==> src/rtl/div_pkg.sv <==
// Shared definitions for the sequential restoring divider.
// Holds the default operand width and the FSM state encoding used by
// seq_divider.
package div_pkg;

  localparam int WIDTH_DEFAULT = 4;

  typedef enum logic [1:0] {
    IDLE = 2'd0,
    CALC = 2'd1,
    FIN  = 2'd2
  } state_t;

endpackage

==> src/rtl/sub_lookahead.sv <==
// Combinational N-bit subtractor built from a carry-lookahead adder that
// computes a + ~b + 1.
// Ports:
//   a, b   : N-bit unsigned operands
//   diff   : a - b (modulo 2^N)
//   borrow : high when a < b
module sub_lookahead #(
  parameter int N = 5
) (
  input  logic [N-1:0] a,
  input  logic [N-1:0] b,
  output logic [N-1:0] diff,
  output logic         borrow
);

  logic [N-1:0] prop;
  logic [N-1:0] gen;
  logic [N:0]   carry;
  logic         acc;
  logic         prod;

  // Each carry is expanded directly from generate/propagate terms and the
  // carry-in of 1, rather than rippling from the previous carry.
  always_comb begin
    prop  = a ^ ~b;
    gen   = a & ~b;
    carry = '0;
    acc   = 1'b0;
    prod  = 1'b1;
    carry[0] = 1'b1;
    for (int i = 1; i <= N; i++) begin
      acc  = gen[i-1];
      prod = prop[i-1];
      for (int j = i - 2; j >= 0; j--) begin
        acc  = acc | (prod & gen[j]);
        prod = prod & prop[j];
      end
      carry[i] = acc | prod;
    end
    diff   = prop ^ carry[N-1:0];
    borrow = ~carry[N];
  end

endmodule

==> src/rtl/seq_divider.sv <==
// Sequential unsigned restoring divider, one quotient bit per clock.
// Ports:
//   clk, rst     : clock and synchronous active-high reset
//   start        : request pulse, only honoured in IDLE
//   dividend     : numerator, captured on acceptance
//   divisor      : denominator, captured on acceptance
//   busy         : high from the cycle after acceptance through the done cycle
//   done         : one-cycle pulse when results are valid
//   quotient     : registered quotient (all ones on divide by zero)
//   remainder    : registered remainder (dividend on divide by zero)
//   div_by_zero  : registered flag, set when the captured divisor was 0
module seq_divider
  import div_pkg::*;
#(
  parameter int WIDTH = WIDTH_DEFAULT
) (
  input  logic             clk,
  input  logic             rst,
  input  logic             start,
  input  logic [WIDTH-1:0] dividend,
  input  logic [WIDTH-1:0] divisor,
  output logic             busy,
  output logic             done,
  output logic [WIDTH-1:0] quotient,
  output logic [WIDTH-1:0] remainder,
  output logic             div_by_zero
);

  localparam int CW = (WIDTH > 1) ? $clog2(WIDTH) : 1;

  state_t           state;
  state_t           next_state;
  logic [WIDTH-1:0] dvd_reg;
  logic [WIDTH-1:0] dvs_reg;
  logic [WIDTH-1:0] part_rem;
  logic [WIDTH-1:0] quo_acc;
  logic [CW-1:0]    count;

  logic [WIDTH:0]   shifted;
  logic [WIDTH:0]   sub_diff;
  logic             sub_borrow;
  logic [WIDTH-1:0] step_rem;
  logic             step_bit;
  logic [WIDTH-1:0] step_quo;

  sub_lookahead #(
    .N(WIDTH + 1)
  ) u_sub (
    .a      (shifted),
    .b      ({1'b0, dvs_reg}),
    .diff   (sub_diff),
    .borrow (sub_borrow)
  );

  // One restoring step. When the subtraction borrows, the shifted value is
  // smaller than the divisor and therefore fits back into WIDTH bits.
  always_comb begin
    shifted  = {part_rem, dvd_reg[WIDTH-1]};
    step_bit = ~sub_borrow;
    step_rem = sub_borrow ? shifted[WIDTH-1:0] : sub_diff[WIDTH-1:0];
    step_quo = (quo_acc << 1) | WIDTH'(step_bit);
  end

  // Next-state and status decode; busy covers both CALC and FIN.
  always_comb begin
    next_state = state;
    busy       = 1'b0;
    done       = 1'b0;
    case (state)
      IDLE: begin
        if (start) begin
          next_state = (divisor == '0) ? FIN : CALC;
        end
      end
      CALC: begin
        busy = 1'b1;
        if (count == '0) begin
          next_state = FIN;
        end
      end
      FIN: begin
        busy       = 1'b1;
        done       = 1'b1;
        next_state = IDLE;
      end
      default: next_state = IDLE;
    endcase
  end

  // State and datapath registers. Results only change on the edge that
  // enters FIN, so they hold steady between operations.
  always_ff @(posedge clk) begin
    if (rst) begin
      state       <= IDLE;
      dvd_reg     <= '0;
      dvs_reg     <= '0;
      part_rem    <= '0;
      quo_acc     <= '0;
      count       <= '0;
      quotient    <= '0;
      remainder   <= '0;
      div_by_zero <= 1'b0;
    end else begin
      state <= next_state;
      case (state)
        IDLE: begin
          if (start) begin
            dvd_reg  <= dividend;
            dvs_reg  <= divisor;
            part_rem <= '0;
            quo_acc  <= '0;
            count    <= CW'(WIDTH - 1);
            if (divisor == '0) begin
              quotient    <= '1;
              remainder   <= dividend;
              div_by_zero <= 1'b1;
            end
          end
        end
        CALC: begin
          dvd_reg  <= dvd_reg << 1;
          part_rem <= step_rem;
          quo_acc  <= step_quo;
          if (count == '0) begin
            quotient    <= step_quo;
            remainder   <= step_rem;
            div_by_zero <= 1'b0;
          end else begin
            count <= count - 1'b1;
          end
        end
        default: ;
      endcase
    end
  end

endmodule

==> config.mk <==
export PLATFORM = sky130hd
export DESIGN_NAME = seq_divider
export DESIGN_NICKNAME = d
export VERILOG_FILES = /design/src/rtl/div_pkg.sv /design/src/rtl/sub_lookahead.sv /design/src/rtl/seq_divider.sv
export SDC_FILE = /design/constraint.sdc
export NUM_CORES = 1
export LEC_CHECK = 0
export CAP_MARGIN = 10
export CORE_ASPECT_RATIO = 1.25
export CORE_UTILIZATION = 55
export CTS_CLUSTER_SIZE = 25
export DETAILED_ROUTE_END_ITERATION = 12
export GPL_TIMING_DRIVEN = 1
export PLACE_DENSITY = 0.9
export SYNTH_ARGS = -nofsm -noshare
export SYNTH_HDL_FRONTEND = slang
export SYNTH_SLANG_ARGS = --single-unit
==> constraint.sdc <==
create_clock -name clk -period 3.03 [get_ports clk]
set_clock_uncertainty 0.1 [all_clocks]
set_input_delay 0.4545 -clock clk [delete_from_list [all_inputs] [get_ports clk]]
set_output_delay 0.4545 -clock clk [all_outputs]
set_load 0.05 [all_outputs]
# ---- After elaboration in Yosys (flattened, before gate mapping)
# Index checks and enable logic that the tools add are counted.
dict set report totals {
  memories 0
  out_inout_bits 11
  input_bits 11
  mem_bits_ro 0
  ram_bits 0
  latchBits 0
  regBits 28
}
dict set report op_classes {
  n_eq_ne 6
  div 0
  n_mux 27
  order_cmp 0
  shifts 0
  n_addsub 1
  n_reduce_logical 10
  n_mul 0
  bitwise 30
}
# operator n
set op_table {}
lappend op_table {{$mux W4} 9}
lappend op_table {{$pmux W4 S2} 4}
lappend op_table {{$and A1 B1 Y1} 14}
lappend op_table {{$or A1 B1 Y1} 11}
lappend op_table {{$mux W2} 5}
lappend op_table {{$ne A2 B2 Y1 const B} 4}
lappend op_table {{$pmux W2 S2} 2}
lappend op_table {{$pmux W3 S2} 1}
lappend op_table {{$reduce_and A2 Y1} 3}
lappend op_table {{$and A5 B5 Y5} 1}
lappend op_table {{$mux W1} 5}
lappend op_table {{$not A4 Y5} 1}
lappend op_table {{$xor A5 B5 Y5} 1}
lappend op_table {{$logic_not A2 Y1} 2}
lappend op_table {{$logic_not A4 Y1} 1}
lappend op_table {{$or A4 B1 Y4} 1}
lappend op_table {{$reduce_and A4 Y1} 1}
lappend op_table {{$xor A4 B4 Y4} 1}
lappend op_table {{$reduce_and A3 Y1} 1}
lappend op_table {{$eq A2 B1 Y1 const B} 1}
lappend op_table {{$eq A2 B2 Y1 const B} 1}
lappend op_table {{$pmux W1 S2} 1}
lappend op_table {{$reduce_bool A2 Y1} 1}
lappend op_table {{$reduce_or A2 Y1} 1}
lappend op_table {{$sub A2 B1 Y2 const B} 1}

# ---- Depth between registers and ports, before layout
# Gate-level depths: netlist of the first run.
dict set report depth {
  ltp_word 11
  depth_mapped 8
  ltp_nobuf 7
}

# ---- By module
# From an unflattened synthesis of the first run, not the netlist that was laid out.
dict set report unflattened {
  hier_cells 178
  area_unflattened_um2 1534.0
}
# module area_each_um2 cells_per_inst seq_area_each_um2 n_inst
set by_module_without_submodules {}
lappend by_module_without_submodules {seq_divider 1326.3 150 560.5 1}
lappend by_module_without_submodules {sub_lookahead 207.7 28 0.0 1}

# ---- Least setup slack after synthesis of the first run
# No wires, ideal clock.
dict set report synth_timing {
  path_type {register to register}
  startpoint {reg dvd_reg[3]}
  endpoint {reg remainder[0]}
  path_buffers 0
  t_arrival_ps 1758
  setup_ps 103
  period_less_slack_ps 1961
  stages_incl_launch_ff 8
  required_time_ps 2827
  setup_slack_ps 1069
  cell_sequence {dfxtp_1 -> inv_1 -> ha_1 -> o21ai_0 -> a22oi_1 -> mux2i_1 -> nor2_1 -> a2111oi_2}
}
dict set report synth_between {
  elab_chain_cells 7
  elab_cells_between_ends 10
}
# element line_no
set synth_rtl {}
lappend synth_rtl {{start, declared} seq_divider.sv:33} ;# logic [WIDTH-1:0] dvd_reg;
lappend synth_rtl {{start signal, assigned} seq_divider.sv:108} ;# dvd_reg <= dividend;
lappend synth_rtl {{start signal, assigned} seq_divider.sv:121} ;# dvd_reg <= dvd_reg << 1;
lappend synth_rtl {{$and A5 B5 Y5} sub_lookahead.sv:26} ;# gen = a & ~b;
lappend synth_rtl {{$and A1 B1 Y1} sub_lookahead.sv:35} ;# acc = acc | (prod & gen[j]);
lappend synth_rtl {{$or A1 B1 Y1} sub_lookahead.sv:35}
lappend synth_rtl {{$or A1 B1 Y1} sub_lookahead.sv:38} ;# carry[i] = acc | prod;
lappend synth_rtl {{$mux W4 (*)} seq_divider.sv:60} ;# step_rem = sub_borrow ? shifted[WIDTH-1:0] : sub_diff[WIDTH-1:0];
lappend synth_rtl {{$mux W4 (*)} seq_divider.sv:124} ;# if (count == '0) begin
lappend synth_rtl {{$pmux W4 S2 (*)} seq_divider.sv:105} ;# case (state)
lappend synth_rtl {{end signal, assigned} seq_divider.sv:115} ;# remainder <= dividend;
lappend synth_rtl {{end signal, assigned} seq_divider.sv:126} ;# remainder <= step_rem;
lappend synth_rtl {{end, declared} seq_divider.sv:25} ;# output logic [WIDTH-1:0] remainder,
# Mark *: on every way between the ends. The rest lies on a longest branch, timed or not. The select of a mux whose other input is x is not followed.
# A chain may end at the register's enable or synchronous reset.

# ---- Worst setup path in the final report of the first run
dict set report layout_timing {
  startpoint {reg state[0]}
  endpoint {out busy}
}
dict set report layout_between {
  elab_chain_cells 3
  elab_cells_between_ends 4
}
# element line_no
set layout_rtl {}
lappend layout_rtl {{start, declared} seq_divider.sv:31} ;# state_t state;
lappend layout_rtl {{start signal, assigned} seq_divider.sv:104} ;# state <= next_state;
lappend layout_rtl {{$eq A2 B1 Y1 / $eq A2 B2 Y1 (equally long branches)} seq_divider.sv:69} ;# case (state)
lappend layout_rtl {{$reduce_or A2 Y1 (no source line) (*)} -}
lappend layout_rtl {{$mux W1 (*)} seq_divider.sv:69}
lappend layout_rtl {{end, declared} seq_divider.sv:22} ;# output logic busy,
# Mark *: on every way between the ends. The rest lies on a longest branch, timed or not.

==> results of run 1 <==
-- routing by layer --
layer / up-vias / wire, um / global-route usage (%)
met3: 4 / 164 / 4.29
li1: 652 / - / -
met5: - / 0 / 0
met4: 0 / 26 / 10.6
met1: 609 / 1430 / 32.9
met2: 47 / 1730 / 45.4
-- through the flow --
| step | setup WS, ps | hold slack, ps | util, % | cells | power, uW |
|---|---|---|---|---|---|
| 2_1_floorplan | 1070 | 336 | - | 171 | 754 |
| 3_5_place_dp | 486 | 355 | 67.2 | 218 | 864 |
| 3_3_place_gp | 575 | 348 | 67.2 | 218 | 846 |
| 4_1_cts | 581 | 375 | 69.4 | 222 | 1110 |
| 6_report | 593 | 376 | 69.4 | 222 | 1110 |
| 5_1_grt | 522 | 396 | 69.4 | 222 | 1160 |
-- power breakdown --
part | internal [uW] | total (uW) | switching [uW]
Clock | 134 | 251 | 117
Sequential | 413 | 439 | 26.5
Combinational | 149 | 421 | 272
Total | 696 | 1110 | 415
-- critical path: stages, from the launching register on --
cell and delay [ps]:
dfxtp_1 400, inv_1 80, ha_1 280, clkdlybuf4s50_1 800
-- cells in the mapped netlist --
cell type and instances:
xnor2_1 1, nor4_1 2, a2111oi_2 1, a22o_1 1, nor3b_1 2, a31oi_1 2
nand3_1 7, nor2b_1 1, nor3_1 3, nor2_2 1, a211oi_1 4, nor2_1 25
a21oi_1 10, o311ai_0 2, clkbuf_1 5, a311oi_1 2, o22ai_1 4, o211ai_1 1
o31ai_1 1, o21ai_2 1, o221a_2 1, buf_2 2, o211a_1 1, inv_1 14
nand4_1 1, dfxtp_1 28, a22oi_1 5, a32oi_1 2, o21ai_1 2, ha_1 9
buf_6 1, nand2_1 16, nand2b_1 2, mux2i_1 4, a221oi_1 2, o21ai_0 4
or4_4 1
-- cells by family (layout without fill, tap and decap cells) --
group,Yosys count,count (layout),share of synthesized area [%]
xor gates and xnor gates,1,1,0.620
and+or+nand+nor,61,61,19.4
muxes,4,4,2.83
adders and majority gates,9,9,7.97
AOI/OAI and AO/OA,46,46,22.9
buffers and inverters,22,40,6.55
DFF,28,28,39.7
-- worst max-delay path by stage --
stage               startpoint           end  slack (ps)  depth (start not counted)
finish                state[0]          busy         590                          3
global route          state[0]          busy         520                          3
CTS                   state[0]          busy         580                          3
detailed placement  divisor[3]  remainder[0]         490                          6
global placement    divisor[3]  remainder[0]         570                          6
floorplan           dvd_reg[3]  remainder[0]        1070                          7
-- cell type report --
| class | instances | area share [%] |
|---|---|---|
| Inverter | 14 | 3.12 |
| Timing Repair Buffer | 22 | 12.9 |
| Tap cell | 33 | 2.45 |
| Multi-Input combinational cell | 121 | 45.1 |
| Sequential cell | 28 | 33.3 |
| Clock buffer | 3 | 1.34 |
| Clock inverter | 1 | 1.78 |
==> summary.txt, run 1 <==
Global route
  • Largest net degree at the start of global routing: 18
  • Tot GR Track Use: 26.9%
  • Vias in the first global route: 1272
  • Grt ovf: 0
  • First-pass GRT wire length: 5480 um
  • Initial antenna violation count: 0

Logic synthesis
  • Cell Area, Synth: 1410 um^2
  • Mapped Nets: 191
  • Yosys top cell area share: 39.7%
  • Number of distinct library cells after synthesis: 37
  • Synth top area cells: dfxtp_1 (40%), ha_1 (8.0%), nor2_1 (6.6%), nand2_1 (4.3%), inv_1 (3.7%)
  • Syn. warnings: 0
  • Synth area leader: dfxtp_1
  • Cells after Synth: 171
  • Syn Area/Cell: 8.26 um^2
  • FF+latch count, synth: 28
  • Sequential share of the synthesized area: 39.7%

Timing
  • Slew of the pin with the lowest slew margin: 828 ps
  • Maximum clock rate: 0.410 GHz
  • TNS Setup: 0 ps
  • Pins Over Slew Limit: 0
  • Setup-failing EPs final: 0
  • Fin crit period: 2440 ps
  • Tcrit/Tclk final: 80.4%
  • Final Hold Viols: 0
  • Max_slew headroom: 44.4%
  • RSZ-0062 raised after global routing: false

Drt
  • Remaining DRCs: 0
  • Routed wire length: 3360 um
  • Vias/cell: 5.91
  • Iter 0 DRT Violations: 69
  • Final ANT Viol Nets: 0
  • WL/cell: 15.1 um
  • DR vias: 1312
  • Drt pass-1 iters: 5

Floorplan
  • Die ar.: 2780 um^2
  • Row cnt: 20
  • Starting density of the core: 58.2%
  • Io pins: 22
  • Die X: 47.3 um
  • Core ar.: 2430 um^2
  • Die Ht: 58.7 um

Cells and area
  • Most frequent cells in the layout: dfxtp_1 (28), nor2_1 (25), clkdlybuf4s50_1 (21)
  • Syn-to-layout area delta: 19.2%
  • Final nets: 210
  • Layout cells sized above 1: 5.29%
  • Commonest non-fill, non-tap cell in the layout: dfxtp_1
  • Multi-input logic area: 759 um^2
  • Fill cells: 205
  • Final instance area: 1680 um^2
  • Sequential cell area: 561 um^2
  • ANT cells: 0

Place
  • Final Wtd Congestion: 0.816
  • Placement Cell Area: 1630 um^2
  • Hpwl dp: 2520 um
  • PortBufs: 21

Hold path
  • Min-delay worst type: reg2reg
  • Min-delay src: dvs_reg[2]
  • Hold path cells: 2
  • Hold endpoint: dvs_reg[2]

Clock tree
  • Htree depth: 1
  • CTS root buf: clkbuf_4
  • Setup bufs post-CTS: 0
  • Clock transition at path regs: 160 ps
  • CTS buffer count: 3
  • Post-CTS sizing: 0
  • CTS tree: done
  • Clock net sink count: 28
  • Clock buffer depth: 2
  • CTS Hold Bufs: 0
  • Clk_lat worst skew: 330 ps

Worst setup path
  • R2r endpoint: part_rem[2]
  • R2R Path Start: state[1]
  • Worst reg2reg path depth: 6
  • CP Max Fanout: 3
  • Critical Path AT: 1880 ps
  • Critical Path RT: 2480 ps
  • Startpoint Class: register
  • WS Path Type: reg2out
  • Reg2reg setup slack: 650 ps
  • Critical Path End Type: output pin

Job
  • Max-Cap Viols: 0

Power
  • Peak supply drop: 0.000425 V
  • Leakage: 0.000638 uW
  • Pwr dens: 660 nW/um^2

Run status
  • Status: complete, no violations
(Power assumes the default switching activity.)
==> run 2, diff against run 1 <==
--- a/config.mk
+++ b/config.mk
@@ -7,11 +7,11 @@
 export LEC_CHECK = 0
 export CAP_MARGIN = 10
 export CORE_ASPECT_RATIO = 1.25
-export CORE_UTILIZATION = 55
+export CORE_UTILIZATION = 52
 export CTS_CLUSTER_SIZE = 25
 export DETAILED_ROUTE_END_ITERATION = 12
 export GPL_TIMING_DRIVEN = 1
-export PLACE_DENSITY = 0.9
+export PLACE_DENSITY = 0.87
 export SYNTH_ARGS = -nofsm -noshare
 export SYNTH_HDL_FRONTEND = slang
 export SYNTH_SLANG_ARGS = --single-unit
==> constraint.sdc (replaced) <==
create_clock -name clk -period 2.25 [get_ports clk]
set_clock_uncertainty 0.1 [all_clocks]
set_input_delay 0.3375 -clock clk [delete_from_list [all_inputs] [get_ports clk]]
set_output_delay 0.3375 -clock clk [all_outputs]
set_load 0.05 [all_outputs]
==> summary.txt, run 2 (synthesis gave the netlist of run 1 again) <==
Worst setup path
  • CP Max Fanout: 3 (unchanged)
  • Critical Path AT: 1710 ps (was 1880 ps)
  • Critical Path RT: 1810 ps (was 2480 ps)
  • Worst reg2reg path depth: 7 (was 6)
  • Startpoint Class: register (unchanged)
  • CP startpoint: state[0] (unchanged)
  • Critical Path End Type: output pin (unchanged)
  • R2R Path Start: dvs_reg[2] (was state[1])
  • WS Path Type: reg2out (unchanged)

Clock tree
  • Setup bufs post-CTS: 0 (unchanged)
  • CTS buffer count: 3 (unchanged)
  • Clock net sink count: 28 (unchanged)
  • CTS Hold Bufs: 0 (unchanged)
  • Post-CTS sizing: 0 (unchanged)
  • Htree depth: 1 (unchanged)
  • Clock buffer depth: 2 (unchanged)
  • Clock transition at path regs: 150 ps (was 160 ps)
  • Clk_lat worst skew: 330 ps (about the same)
  • CTS root buf: clkbuf_4 (unchanged)
  • CTS tree: done (unchanged)

Power
  • Switching pwr: 560 uW (was 415 uW)
  • Logic pwr share: 39.9% (was 37.9%)
  • Clock power frac: 21.6% (was 22.6%)
  • Flop pwr share: 38.5% (was 39.5%)
  • Leakage: 0.000698 uW (was 0.000638 uW)
  • Sw frac: 36.5% (was 37.4%)
  • Peak supply drop: 0.000491 V (was 0.000425 V)
  • Internal: 974 uW (was 696 uW)
  • Total power: 1530 uW (was 1110 uW)
  • Pwr dens: 864 nW/um^2 (was 660 nW/um^2)

Hold path
  • Hold path cells: 2 (unchanged)
  • Min-delay src: dvs_reg[3] (was dvs_reg[2])
  • Min-delay worst type: reg2reg (unchanged)

Timing
  • Hold Worst Slack: 364 ps (was 376 ps)
  • Setup-failing EPs final: 0 (unchanged)
  • Maximum clock rate: 0.466 GHz
  • RSZ-0062 raised after global routing: false (unchanged)
  • Fin crit period: 2140 ps
  • Final Hold Viols: 0 (unchanged)
  • Slew of the pin with the lowest slew margin: 526 ps (was 828 ps)
  • Max_slew headroom: 64.6% (was 44.4%)
  • Pins Over Slew Limit: 0 (unchanged)
  • Tcrit/Tclk final: 95.3%

Floorplan
  • Die Ht: 60.3 um (was 58.7 um)
  • Io pins: 22 (unchanged)
  • Row cnt: 20 (unchanged)
  • Die X: 48.6 um (was 47.3 um)
  • Starting density of the core: 56.5% (was 58.2%)
  • Die ar.: 2930 um^2 (was 2780 um^2)
  • Core ar.: 2500 um^2 (was 2430 um^2)

Cells and area
  • Most frequent cells in the layout: dfxtp_1 (28), nor2_1 (25), clkdlybuf4s50_1 (20) (was dfxtp_1 (28), nor2_1 (25), clkdlybuf4s50_1 (21))
  • Layout cells sized above 1: 11.9% (was 5.29%)
  • Fill cells: 206 (was 205)
  • Syn-to-layout area delta: 25.8% (was 19.2%)
  • Sequential cell area: 561 um^2 (unchanged)
  • Multi-input logic area: 764 um^2 (was 759 um^2)
  • Final nets: 222 (was 210)
  • ANT cells: 0 (unchanged)
  • Commonest non-fill, non-tap cell in the layout: dfxtp_1 (unchanged)

Drt
  • Vias/cell: 5.82 (was 5.91)
  • Final ANT Viol Nets: 0 (unchanged)
  • Drt pass-1 iters: 4 (was 5)
  • Routed wire length: 3300 um (was 3360 um)
  • Remaining DRCs: 0 (unchanged)
  • WL/cell: 14.1 um (was 15.1 um)
  • Iter 0 DRT Violations: 69 (unchanged)
  • DR vias: 1363 (was 1312)

Global route
  • Grt ovf: 0 (unchanged)
  • Initial antenna violation count: 0 (unchanged)
  • First-pass GRT wire length: 5600 um (was 5480 um)
  • Tot GR Track Use: 25.1% (was 26.9%)
  • Vias in the first global route: 1290 (was 1272)
  • Largest net degree at the start of global routing: 22 (was 18)

Place
  • PortBufs: 21 (unchanged)
  • Final Wtd Congestion: 0.910 (was 0.816)
  • Hpwl dp: 2450 um (was 2520 um)

Run status
  • Status: complete, no violations (unchanged)

Job
  • Max-Cap Viols: 0 (unchanged)
## run 2: cell types whose count changed in the layout (fill, tap and decap cells not counted), sizes merged
cell	before	now
buf	1	14
clkdlybuf4s50	21	20
## run 2: final cells by class
class                   instances  area share, %
clock buffers                   3           1.27
clock inverters                 1           1.69
inverters                      14           2.96
multi-input cells             121           43.0
flip-flops and latches         28           31.5
well taps                      33           2.32
repair buffers                 34           17.2
## run 2: layer usage
layer / global-route usage (%) / vias to the layer above / wire, um
li1: - / 673 / -
met2: 46.6 / 53 / 1640
met1: 28.7 / 628 / 1410
met3: 3.31 / 9 / 166
met5: 0 / - / 0
met4: 11.8 / 0 / 78
## run 2: power groups by stage
stage | combinational [uW] | sequential (uW) | clock, uW
after floorplan | 322 | 694 | 0
after global placement | 582 | 598 | 0
after detailed placement | 600 | 601 | 0
after CTS | 603 | 590 | 334
after global routing | 660 | 597 | 358
final | 613 | 591 | 331
## run 2: worst max-delay path, stage by stage, from the launching register on
cell	delay, ps
dfxtp_1	360
inv_1	80
ha_1	140
clkdlybuf4s50_1	800
## run 2: worst paths after layout
| path | end | slack, ps |
|---|---|---|
| setup / recovery | done | 110 |
| hold / removal | dvs_reg[3] | 360 |
| setup reg to reg | remainder[0] | 150 |
| hold reg to reg | dvs_reg[3] | 360 |
## run 2: stage by stage
stage	area (um^2)	setup WS [ps]	utilization (%)	setup TNS, ps	instances
floorplan	1410	289	-	0	171
global placement	1720	16.3	68.7	0	230
detailed placement	1720	-77.3	68.7	-135	230
CTS	1770	28.8	70.8	0	234
global route	1780	32.3	71.0	0	234
finish	1780	105	71.0	0	234
